### config.mk
export PLATFORM = sky130hd
export DESIGN_NAME = aes_job_ctrl_flat
export DESIGN_NICKNAME = d
export VERILOG_FILES = /design/src/rtl/aes_job_ctrl_if.sv /design/src/rtl/aes_job_ctrl.sv /design/src/flat_wrapper.sv
export SDC_FILE = /design/constraint.sdc
export NUM_CORES = 1
export LEC_CHECK = 0
export BUFFER_PORTS_ARGS = -buffer_cell sky130_fd_sc_hd__buf_2
export CAP_MARGIN = 30
export CELL_PAD_IN_SITES_DETAIL_PLACEMENT = 0
export CELL_PAD_IN_SITES_GLOBAL_PLACEMENT = 2
export CORE_AREA = 2 2 354 356
export CTS_CLUSTER_DIAMETER = 200
export DETAILED_ROUTE_END_ITERATION = 8
export DIE_AREA = 0 0 356 358
export PLACE_DENSITY = 0.55
export SLEW_MARGIN = 10
export SYNTH_ARGS = -nofsm -noshare
export SYNTH_HDL_FRONTEND = slang
export SYNTH_SLANG_ARGS = --single-unit
### constraint.sdc
create_clock -name clk -period 17.9 [get_ports clk]
set_input_delay 2.685 -clock clk [delete_from_list [all_inputs] [get_ports clk]]
set_output_delay 2.685 -clock clk [all_outputs]
set_load 0.03 [all_outputs]
### src/rtl/aes_job_ctrl_if.sv
// Job request/response handshake bundle for aes_job_ctrl.
// Request and response ports each use a valid/ready pair.
interface aes_job_ctrl_if;
  logic         in_valid;
  logic         in_ready;
  logic         in_mode;
  logic [127:0] in_key;
  logic [127:0] in_data;
  logic         out_valid;
  logic         out_ready;
  logic         out_mode;
  logic         out_err;
  logic [127:0] out_data;

  modport master (
    output in_valid,
    output in_mode,
    output in_key,
    output in_data,
    output out_ready,
    input  in_ready,
    input  out_valid,
    input  out_mode,
    input  out_err,
    input  out_data
  );

  modport slave (
    input  in_valid,
    input  in_mode,
    input  in_key,
    input  in_data,
    input  out_ready,
    output in_ready,
    output out_valid,
    output out_mode,
    output out_err,
    output out_data
  );
endinterface

### src/rtl/aes_job_ctrl.sv
// Sequences one AES encrypt/decrypt job through aes_core or invaes_core.
// Latches the job, pulses the selected ce, waits for done and returns the result.
module aes_job_ctrl #(
  parameter int CE_CYCLES = 32,
  parameter int TIMEOUT   = 4096,
  parameter int TW        = 13
) (
  input  logic          clk,
  input  logic          reset,
  aes_job_ctrl_if.slave job,
  output logic [127:0]  core_key,
  output logic [127:0]  core_text,
  output logic          enc_ce,
  input  logic          enc_done,
  input  logic [127:0]  enc_result,
  output logic          dec_ce,
  input  logic          dec_done,
  input  logic [127:0]  dec_result,
  output logic          busy
);

  typedef enum logic [1:0] {
    IDLE,
    LOAD,
    RUN,
    RESP
  } state_t;

  localparam logic [TW-1:0] CE_LAST = TW'(CE_CYCLES - 1);
  localparam logic [TW-1:0] TO_LAST = TW'(TIMEOUT - 1);

  state_t        state_q;
  logic [TW-1:0] cnt_q;
  logic          armed_q;
  logic          mode_q;
  logic [127:0]  key_q;
  logic [127:0]  text_q;
  logic          in_ready_q;
  logic          out_valid_q;
  logic          out_mode_q;
  logic          out_err_q;
  logic [127:0]  out_data_q;
  logic          enc_ce_q;
  logic          dec_ce_q;
  logic          busy_q;
  logic [1:0]    enc_sync_q;
  logic [1:0]    dec_sync_q;
  logic          done_s;

  // Core done comes from the slow-clock domain.
  always_ff @(posedge clk or posedge reset) begin
    if (reset) begin
      enc_sync_q <= '0;
      dec_sync_q <= '0;
    end else begin
      enc_sync_q <= {enc_sync_q[0], enc_done};
      dec_sync_q <= {dec_sync_q[0], dec_done};
    end
  end

  assign done_s = mode_q ? dec_sync_q[1] : enc_sync_q[1];

  always_ff @(posedge clk or posedge reset) begin
    if (reset) begin
      state_q     <= IDLE;
      cnt_q       <= '0;
      armed_q     <= 1'b0;
      mode_q      <= 1'b0;
      key_q       <= '0;
      text_q      <= '0;
      in_ready_q  <= 1'b1;
      out_valid_q <= 1'b0;
      out_mode_q  <= 1'b0;
      out_err_q   <= 1'b0;
      out_data_q  <= '0;
      enc_ce_q    <= 1'b0;
      dec_ce_q    <= 1'b0;
      busy_q      <= 1'b0;
    end else begin
      unique case (state_q)
        IDLE: begin
          if (job.in_valid) begin
            mode_q     <= job.in_mode;
            key_q      <= job.in_key;
            text_q     <= job.in_data;
            cnt_q      <= '0;
            enc_ce_q   <= ~job.in_mode;
            dec_ce_q   <= job.in_mode;
            in_ready_q <= 1'b0;
            busy_q     <= 1'b1;
            state_q    <= LOAD;
          end
        end
        LOAD: begin
          if (cnt_q == CE_LAST) begin
            enc_ce_q <= 1'b0;
            dec_ce_q <= 1'b0;
            cnt_q    <= '0;
            armed_q  <= 1'b0;
            state_q  <= RUN;
          end else begin
            cnt_q <= cnt_q + 1'b1;
          end
        end
        RUN: begin
          // A done still high from the last job must drop before it counts.
          if (!done_s) armed_q <= 1'b1;
          if (armed_q && done_s) begin
            out_data_q  <= mode_q ? dec_result : enc_result;
            out_err_q   <= 1'b0;
            out_mode_q  <= mode_q;
            out_valid_q <= 1'b1;
            state_q     <= RESP;
          end else if (cnt_q == TO_LAST) begin
            out_data_q  <= '0;
            out_err_q   <= 1'b1;
            out_mode_q  <= mode_q;
            out_valid_q <= 1'b1;
            state_q     <= RESP;
          end else begin
            cnt_q <= cnt_q + 1'b1;
          end
        end
        RESP: begin
          if (job.out_ready) begin
            out_valid_q <= 1'b0;
            in_ready_q  <= 1'b1;
            busy_q      <= 1'b0;
            state_q     <= IDLE;
          end
        end
        default: state_q <= IDLE;
      endcase
    end
  end

  assign job.in_ready  = in_ready_q;
  assign job.out_valid = out_valid_q;
  assign job.out_mode  = out_mode_q;
  assign job.out_err   = out_err_q;
  assign job.out_data  = out_data_q;
  assign core_key      = key_q;
  assign core_text     = text_q;
  assign enc_ce        = enc_ce_q;
  assign dec_ce        = dec_ce_q;
  assign busy          = busy_q;

endmodule
### src/flat_wrapper.sv
// flat-port wrapper written by rule: the top's interface ports become plain ports
module aes_job_ctrl_flat 
#(
  parameter int CE_CYCLES = 32,
  parameter int TIMEOUT   = 4096,
  parameter int TW        = 13
)
  (clk, reset, core_key, core_text, enc_ce, enc_done, enc_result, dec_ce, dec_done, dec_result, busy, job_in_valid, job_in_mode, job_in_key, job_in_data, job_out_ready, job_in_ready, job_out_valid, job_out_mode, job_out_err, job_out_data);
  aes_job_ctrl_if job_i ();
  input  logic clk;
  input  logic reset;
  output logic [127:0] core_key;
  output logic [127:0] core_text;
  output logic enc_ce;
  input  logic enc_done;
  input  logic [127:0] enc_result;
  output logic dec_ce;
  input  logic dec_done;
  input  logic [127:0] dec_result;
  output logic busy;
  input wire logic [$bits(job_i.in_valid)-1:0] job_in_valid;
  input wire logic [$bits(job_i.in_mode)-1:0] job_in_mode;
  input wire logic [$bits(job_i.in_key)-1:0] job_in_key;
  input wire logic [$bits(job_i.in_data)-1:0] job_in_data;
  input wire logic [$bits(job_i.out_ready)-1:0] job_out_ready;
  output wire logic [$bits(job_i.in_ready)-1:0] job_in_ready;
  output wire logic [$bits(job_i.out_valid)-1:0] job_out_valid;
  output wire logic [$bits(job_i.out_mode)-1:0] job_out_mode;
  output wire logic [$bits(job_i.out_err)-1:0] job_out_err;
  output wire logic [$bits(job_i.out_data)-1:0] job_out_data;
  assign job_i.in_valid = job_in_valid;
  assign job_i.in_mode = job_in_mode;
  assign job_i.in_key = job_in_key;
  assign job_i.in_data = job_in_data;
  assign job_i.out_ready = job_out_ready;
  assign job_in_ready = job_i.in_ready;
  assign job_out_valid = job_i.out_valid;
  assign job_out_mode = job_i.out_mode;
  assign job_out_err = job_i.out_err;
  assign job_out_data = job_i.out_data;
  aes_job_ctrl #(.CE_CYCLES(CE_CYCLES), .TIMEOUT(TIMEOUT), .TW(TW)) u_core (.clk(clk), .reset(reset), .job(job_i), .core_key(core_key), .core_text(core_text), .enc_ce(enc_ce), .enc_done(enc_done), .enc_result(enc_result), .dec_ce(dec_ce), .dec_done(dec_done), .dec_result(dec_result), .busy(busy));
endmodule
# Yosys cells after proc, flatten, opt, wreduce, memory -nomap -nowiden
# Cells that the tools add are included.
# totals
ff_bits,412
latchBits,0
ram_bits,0
romBits,0
out_inout_bits,391
wordCells,80
n_memories,0
# classes
n_addsub,1
mul,0
n_div,0
order_cmp,0
eq_ne,12
shift,0
mux,34
n_bitwise,1
n_reduce_logical,16
# ops
operator,count
two-way mux 128 bit,3
two-way mux 13 bit,4
case mux 13 bit (3 select lines),1
two-way mux 1 bit,14
adder 13 x 1 -> 13 bit (second input constant),1
equality test 13 x 12 -> 1 bit (second input constant),1
equality test 13 x 5 -> 1 bit (second input constant),1
case mux 1 bit (2 select lines),6
AND reduction 3 bit,4
two-way mux 2 bit,5
!= test 2 bit (second input constant),5
nonzero test 2 bit,5
case mux 2 bit (4 select lines),1
AND reduction 4 bit,2
equality test 2 bit (second input constant),2
AND reduction 2 bit,2
!= test 3 x 1 -> 1 bit (second input constant),1
nonzero test 3 bit,1
equality test 2 x 1 -> 1 bit (second input constant),1
logical NOT 2 bit,1
!= test 2 x 1 -> 1 bit (second input constant),1
logical AND 1 bit,1
inverter 1 bit,1

# Depth between registers and ports, before layout
# logic_depth
ltp_word,4
mapped_depth,9
mapped_depth_nobuf,6

# Least setup slack after synthesis
# No wires, ideal clock.
# synth_timing
path_kind,input -> register
start,in job_in_valid
end,reg u_core.cnt_q[10]
setup_time_ps,126
arrival_time_ps,3791
setup_slack_ps,13983
path_stages,4
n_path_buf,0
path_cell_list,nor2b_1 > a311oi_1 > nand2_1 > a221o_1
# synth_via
elab_chain_cells,2
# synth_lines
element,line,source
start: declaration,flat_wrapper.sv:21,input wire logic [$bits(job_i.in_valid)-1:0] job_in_valid;
!= test 2 bit (no source line),-,
AND reduction 4 bit (no source line),-,
end signal: assignment,aes_job_ctrl.sv:102,cnt_q <= cnt_q + 1'b1;
end signal: assignment,aes_job_ctrl.sv:121,cnt_q <= cnt_q + 1'b1;
end: declaration,aes_job_ctrl.sv:33,logic [TW-1:0] cnt_q;
# Every way passes these cells.
# A chain may end at the register's enable or synchronous reset.

# Worst setup path after layout
# layout_timing
start,in job_in_valid
end,"reg u_core.key_q[66], in the netlist u_core.core_key[66]"
# layout_via
elab_chain_cells,1
# layout_lines
element,line,source
AND reduction 2 bit (no source line),-,
end signal: assignment,aes_job_ctrl.sv:84,key_q <= job.in_key;
end: declaration,aes_job_ctrl.sv:36,logic [127:0] key_q;
# Every way passes these cells.

==> impl_metrics.prom <==
# TYPE chip_impl_metric gauge
chip_impl_info{name="grt_setup_unrepaired",value="no"} 1
chip_impl_metric{name="maxCapViolations",unit=""} 0
chip_impl_metric{name="first_global_vias",unit=""} 15885
chip_impl_metric{name="cts_max_level",unit=""} 2
chip_impl_info{name="slowest_stage",value="buf_4"} 1
chip_impl_metric{name="std_cell_rows",unit=""} 129
chip_impl_metric{name="placed_cells_incl_taps",unit=""} 4155
chip_impl_metric{name="hold_buffers",unit=""} 0
chip_impl_metric{name="dieWidth",unit="µm"} 356
chip_impl_metric{name="critical_path_required",unit="ns"} 18.45
chip_impl_metric{name="fp.coreArea",unit="µm²"} 123000
chip_impl_info{name="outcome",value="completed"} 1
chip_impl_info{name="post-synth-top-count-cell",value="nand2_1"} 1
chip_impl_info{name="post_synth_most_frequent_cells",value="781 x nand2_1, 411 x dfrtp_1, 130 x mux2i_1"} 1
chip_impl_metric{name="cts_inserted_buffers",unit=""} 54
chip_impl_metric{name="syn-instance-count",unit=""} 1694
chip_impl_metric{name="async_reset_ff_share",unit="%"} 100
chip_impl_info{name="crit_chain",value="buf_2 > nand2_4 > buf_4 > buf_4 > buf_4 > nand2_1 > nand2_1"} 1
chip_impl_metric{name="crit_path_max_incr_delay",unit="ns"} 0.86
chip_impl_metric{name="clock-skew-final",unit="ns"} 0.0127
chip_impl_info{name="critical_path.endpoint_type",value="flop"} 1
chip_impl_metric{name="synth_fp_nets",unit=""} 2219
chip_impl_metric{name="totalWireLength",unit="µm"} 79800
chip_impl_metric{name="finish.net_count",unit=""} 3099
chip_impl_info{name="holdCritPathClass",value="reg -> reg"} 1
chip_impl_metric{name="wl_per_cell",unit="µm"} 18.7
chip_impl_metric{name="static-leakage-power",unit="nW"} 13.5
chip_impl_metric{name="final.period_utilization",unit="%"} 30.7
chip_impl_metric{name="y_dimension_of_the_die",unit="µm"} 358
chip_impl_metric{name="p_total",unit="mW"} 2.29
chip_impl_info{name="worst_path_most_repeated_cell",value="buf_4"} 1
chip_impl_metric{name="final.fill_count",unit=""} 13864
chip_impl_metric{name="post_route_ant_nets",unit=""} 0
chip_impl_metric{name="vias_per_cell",unit=""} 3.61
chip_impl_metric{name="io_pins",unit=""} 910
chip_impl_info{name="critical_path_destination",value="u_core.core_key[66]"} 1
chip_impl_metric{name="hpwl_after_detailed_placement",unit="µm"} 60200
chip_impl_info{name="ys_top_cells_by_area",value="dfrtp_1 61%, nand2_1 17%, mux2i_1 7.7%, o2bb2ai_1 5.6%, clkbuf_1 2.0%"} 1
chip_impl_metric{name="yosysTopAreaCellShare",unit="%"} 60.6
chip_impl_metric{name="synth-edff-count",unit=""} 0
chip_impl_info{name="source_of_the_worst_hold_timing_path",value="u_core.enc_sync_q[0]"} 1
chip_impl_metric{name="synth.avg_cell_area",unit="µm²"} 10.0
chip_impl_info{name="tritoncts",value="done"} 1
chip_impl_metric{name="report.final.setup_viol",unit=""} 0
chip_impl_metric{name="route.detailed.drc",unit=""} 0
chip_impl_info{name="rr_endpoint",value="u_core.core_key[66]"} 1
chip_impl_metric{name="mappedNetlistArea",unit="µm²"} 17000
chip_impl_metric{name="clock_latency_on_the_worst_skew_pair",unit="ns"} 0.61
chip_impl_info{name="dominantRegCellSynth",value="dfrtp_1"} 1
chip_impl_metric{name="layout_cells_sized_above_1",unit="%"} 39.6
chip_impl_info{name="root_cell_of_the_clock_tree",value="clkbuf_16"} 1
chip_impl_metric{name="reg2reg_slack",unit="ns"} 13.82
chip_impl_metric{name="worst_ep_arrival_time",unit="ns"} 6.04
chip_impl_metric{name="routabilityCongestion",unit=""} 0.784
chip_impl_metric{name="pre_repair_dr_iteration_count",unit=""} 4
chip_impl_info{name="start_kind",value="primary input"} 1
chip_impl_metric{name="post_synth_num_cell_types",unit=""} 49
chip_impl_metric{name="cts.repair_timing.setup_buffer_count",unit=""} 0
chip_impl_metric{name="cts_resized",unit=""} 0
chip_impl_metric{name="dp_worst_setup_slack",unit="ns"} 11.69
chip_impl_metric{name="area_delta_synth_final",unit="%"} 49.4
chip_impl_metric{name="power_dens_cells",unit="nW/µm²"} 90.2
chip_impl_metric{name="initial_core_util",unit="%"} 13.8
chip_impl_metric{name="fmax",unit="MHz"} 182
chip_impl_metric{name="yosysWarnings",unit=""} 0
chip_impl_metric{name="first_pass_grt_wire_length",unit="µm"} 113000
chip_impl_metric{name="antenna_violations_before_repair",unit=""} 14
chip_impl_metric{name="maxSlewHeadroom",unit="%"} 34.8
chip_impl_metric{name="cts.sink_count",unit=""} 412
chip_impl_metric{name="final.setup.worst_slack",unit="ns"} 12.41
chip_impl_info{name="worst_setup_path_class",value="in -> reg"} 1
chip_impl_metric{name="detailedRoute.firstIterationViolations",unit=""} 790
chip_impl_metric{name="hold_viol_final",unit=""} 0
chip_impl_metric{name="totalNegativeSetupSlack",unit="ns"} 0
chip_impl_metric{name="clockBufferDepth",unit=""} 3
chip_impl_metric{name="power.ir.vdd_worst",unit="µV"} 48.2
chip_impl_metric{name="seq_area_frac_synth",unit="%"} 60.7
chip_impl_metric{name="numPortBuffers",unit=""} 909
chip_impl_metric{name="grt.total_usage",unit="%"} 11.9
chip_impl_metric{name="final_cell_count_no_fill",unit=""} 4259
chip_impl_metric{name="maximum_number_of_pins_on_one_net_before_global_route_repair",unit=""} 129
chip_impl_info{name="reg2reg_from",value="u_core.state_q[0]"} 1
chip_impl_metric{name="worst_slew_pin_slew",unit="ns"} 0.978
chip_impl_metric{name="timing.reg2reg.worst_path_depth",unit=""} 8
chip_impl_metric{name="postSynthRegisterBits",unit=""} 412
chip_impl_metric{name="die-area",unit="µm²"} 127000
chip_impl_metric{name="clk_pin_slew",unit="ns"} 0.06
chip_impl_info{name="crit_start",value="job_in_valid"} 1
chip_impl_metric{name="critical_path.max_fanout",unit=""} 80
chip_impl_metric{name="overflow",unit=""} 0
chip_impl_metric{name="vias",unit=""} 15372
chip_impl_metric{name="timing.final.max_slew_violations",unit=""} 0
chip_impl_metric{name="finalWorstPathRequiredPeriod",unit="ns"} 5.49
chip_impl_info{name="synth_largest_area_cell",value="dfrtp_1"} 1
-- worst min-delay path by stage --
stage                                 to  cells after the start
floorplan           u_core.dec_sync_q[1]                      0
global placement    u_core.dec_sync_q[1]                      0
detailed placement  u_core.enc_sync_q[1]                      0
CTS                 u_core.enc_sync_q[1]                      0
global route        u_core.enc_sync_q[1]                      0
finish              u_core.enc_sync_q[1]                      0
-- logic make-up (layout without fill, tap and decap cells) --
logic type,Yosys count,count (layout),synth area share (%)
other,0,3,0
multiplexers,133,133,7.86
buffers and inverters,119,1044,2.76
AND/OR/NAND/NOR,850,850,19.6
AO/OA/AOI/OAI,174,174,8.64
adder cells (fa/ha/maj),6,6,0.442
flip-flops,412,412,60.7
-- final cells by class --
cell class	instances	area, µm²	share of cell area (%)
clock inverters	17	264	1.04
diodes	3	7.51	0.0296
clock buffers	84	1670	6.58
multi-input cells	1163	6230	24.5
repair buffers	932	4780	18.9
inverters	11	48.8	0.192
flip-flops and latches	412	10300	40.7
well taps	1637	2050	8.08
-- layout by cell type (no fill, tap or decap), types with 2 or more instances in the layout --
cell type	n
mux2i_1	130
o21a_1	2
nor2_1	9
o211ai_1	3
dfrtp_1	410
diode_2	3
nand3_1	28
bufinv_16	7
clkbuf_8	14
and3_1	5
nor3_1	5
o21ai_0	9
buf_4	18
a221o_1	2
buf_2	910
o31ai_1	19
or4_1	3
nand4_1	4
clkbuf_16	57
a211oi_1	3
nand2b_1	3
buf_12	2
o2bb2ai_1	109
ha_1	6
nand2_1	780
o31ai_2	6
clkbuf_1	13
nor4_1	3
a22o_1	3
clkinv_2	9
and2_4	2
buf_16	2
a31oi_1	2
a21oi_1	4
mux2_2	2
inv_1	10
-- metal layers --
| layer | wire length, µm | vias to the layer above | track usage [%] | share of wire, % |
|---|---|---|---|---|
| met3 | 7620 | 96 | 4.56 | 9.6 |
| met5 | 83 | - | 0 | 0.10 |
| met1 | 32100 | 7279 | 14.3 | 40 |
| li1 | - | 7397 | - | - |
| met4 | 1520 | 12 | 2.85 | 1.9 |
| met2 | 38500 | 588 | 19.8 | 48 |
-- through the flow --
step                hold WS (ns)  utilization (%)  area (µm²)
detailed placement         0.344             19.0       23400
CTS                        0.359             20.6       25400
finish                     0.354             20.6       25400
floorplan                  0.331                -       17000
global route               0.361             20.6       25400
global placement           0.335             18.9       23400
-- where the power goes --
group	leakage [nW]	internal [mW]	switching, mW
sequential	5.34	0.944	0.00767
clock	0.957	0.737	0.447
combinational	7.24	0.0629	0.0887
-- worst max-delay path, delay by kind of cell --
| kind | cells | cell delay (ns) |
|---|---|---|
| buffers and inverters | 4 | 2.45 |
| and+or+nand+nor | 3 | 0.68 |
-- state kept, by name (all words and copies together), names as in the netlist, 2 cells and up --
| register | flops |
|---|---|
| u_core.core_key | 128 |
| u_core.core_text | 128 |
| u_core.job.out_data | 128 |
| u_core.cnt_q | 13 |
| u_core.dec_sync_q | 2 |
| u_core.enc_sync_q | 2 |
| u_core.state_q | 2 |
Note: power is estimated with default switching activity, not from simulation.
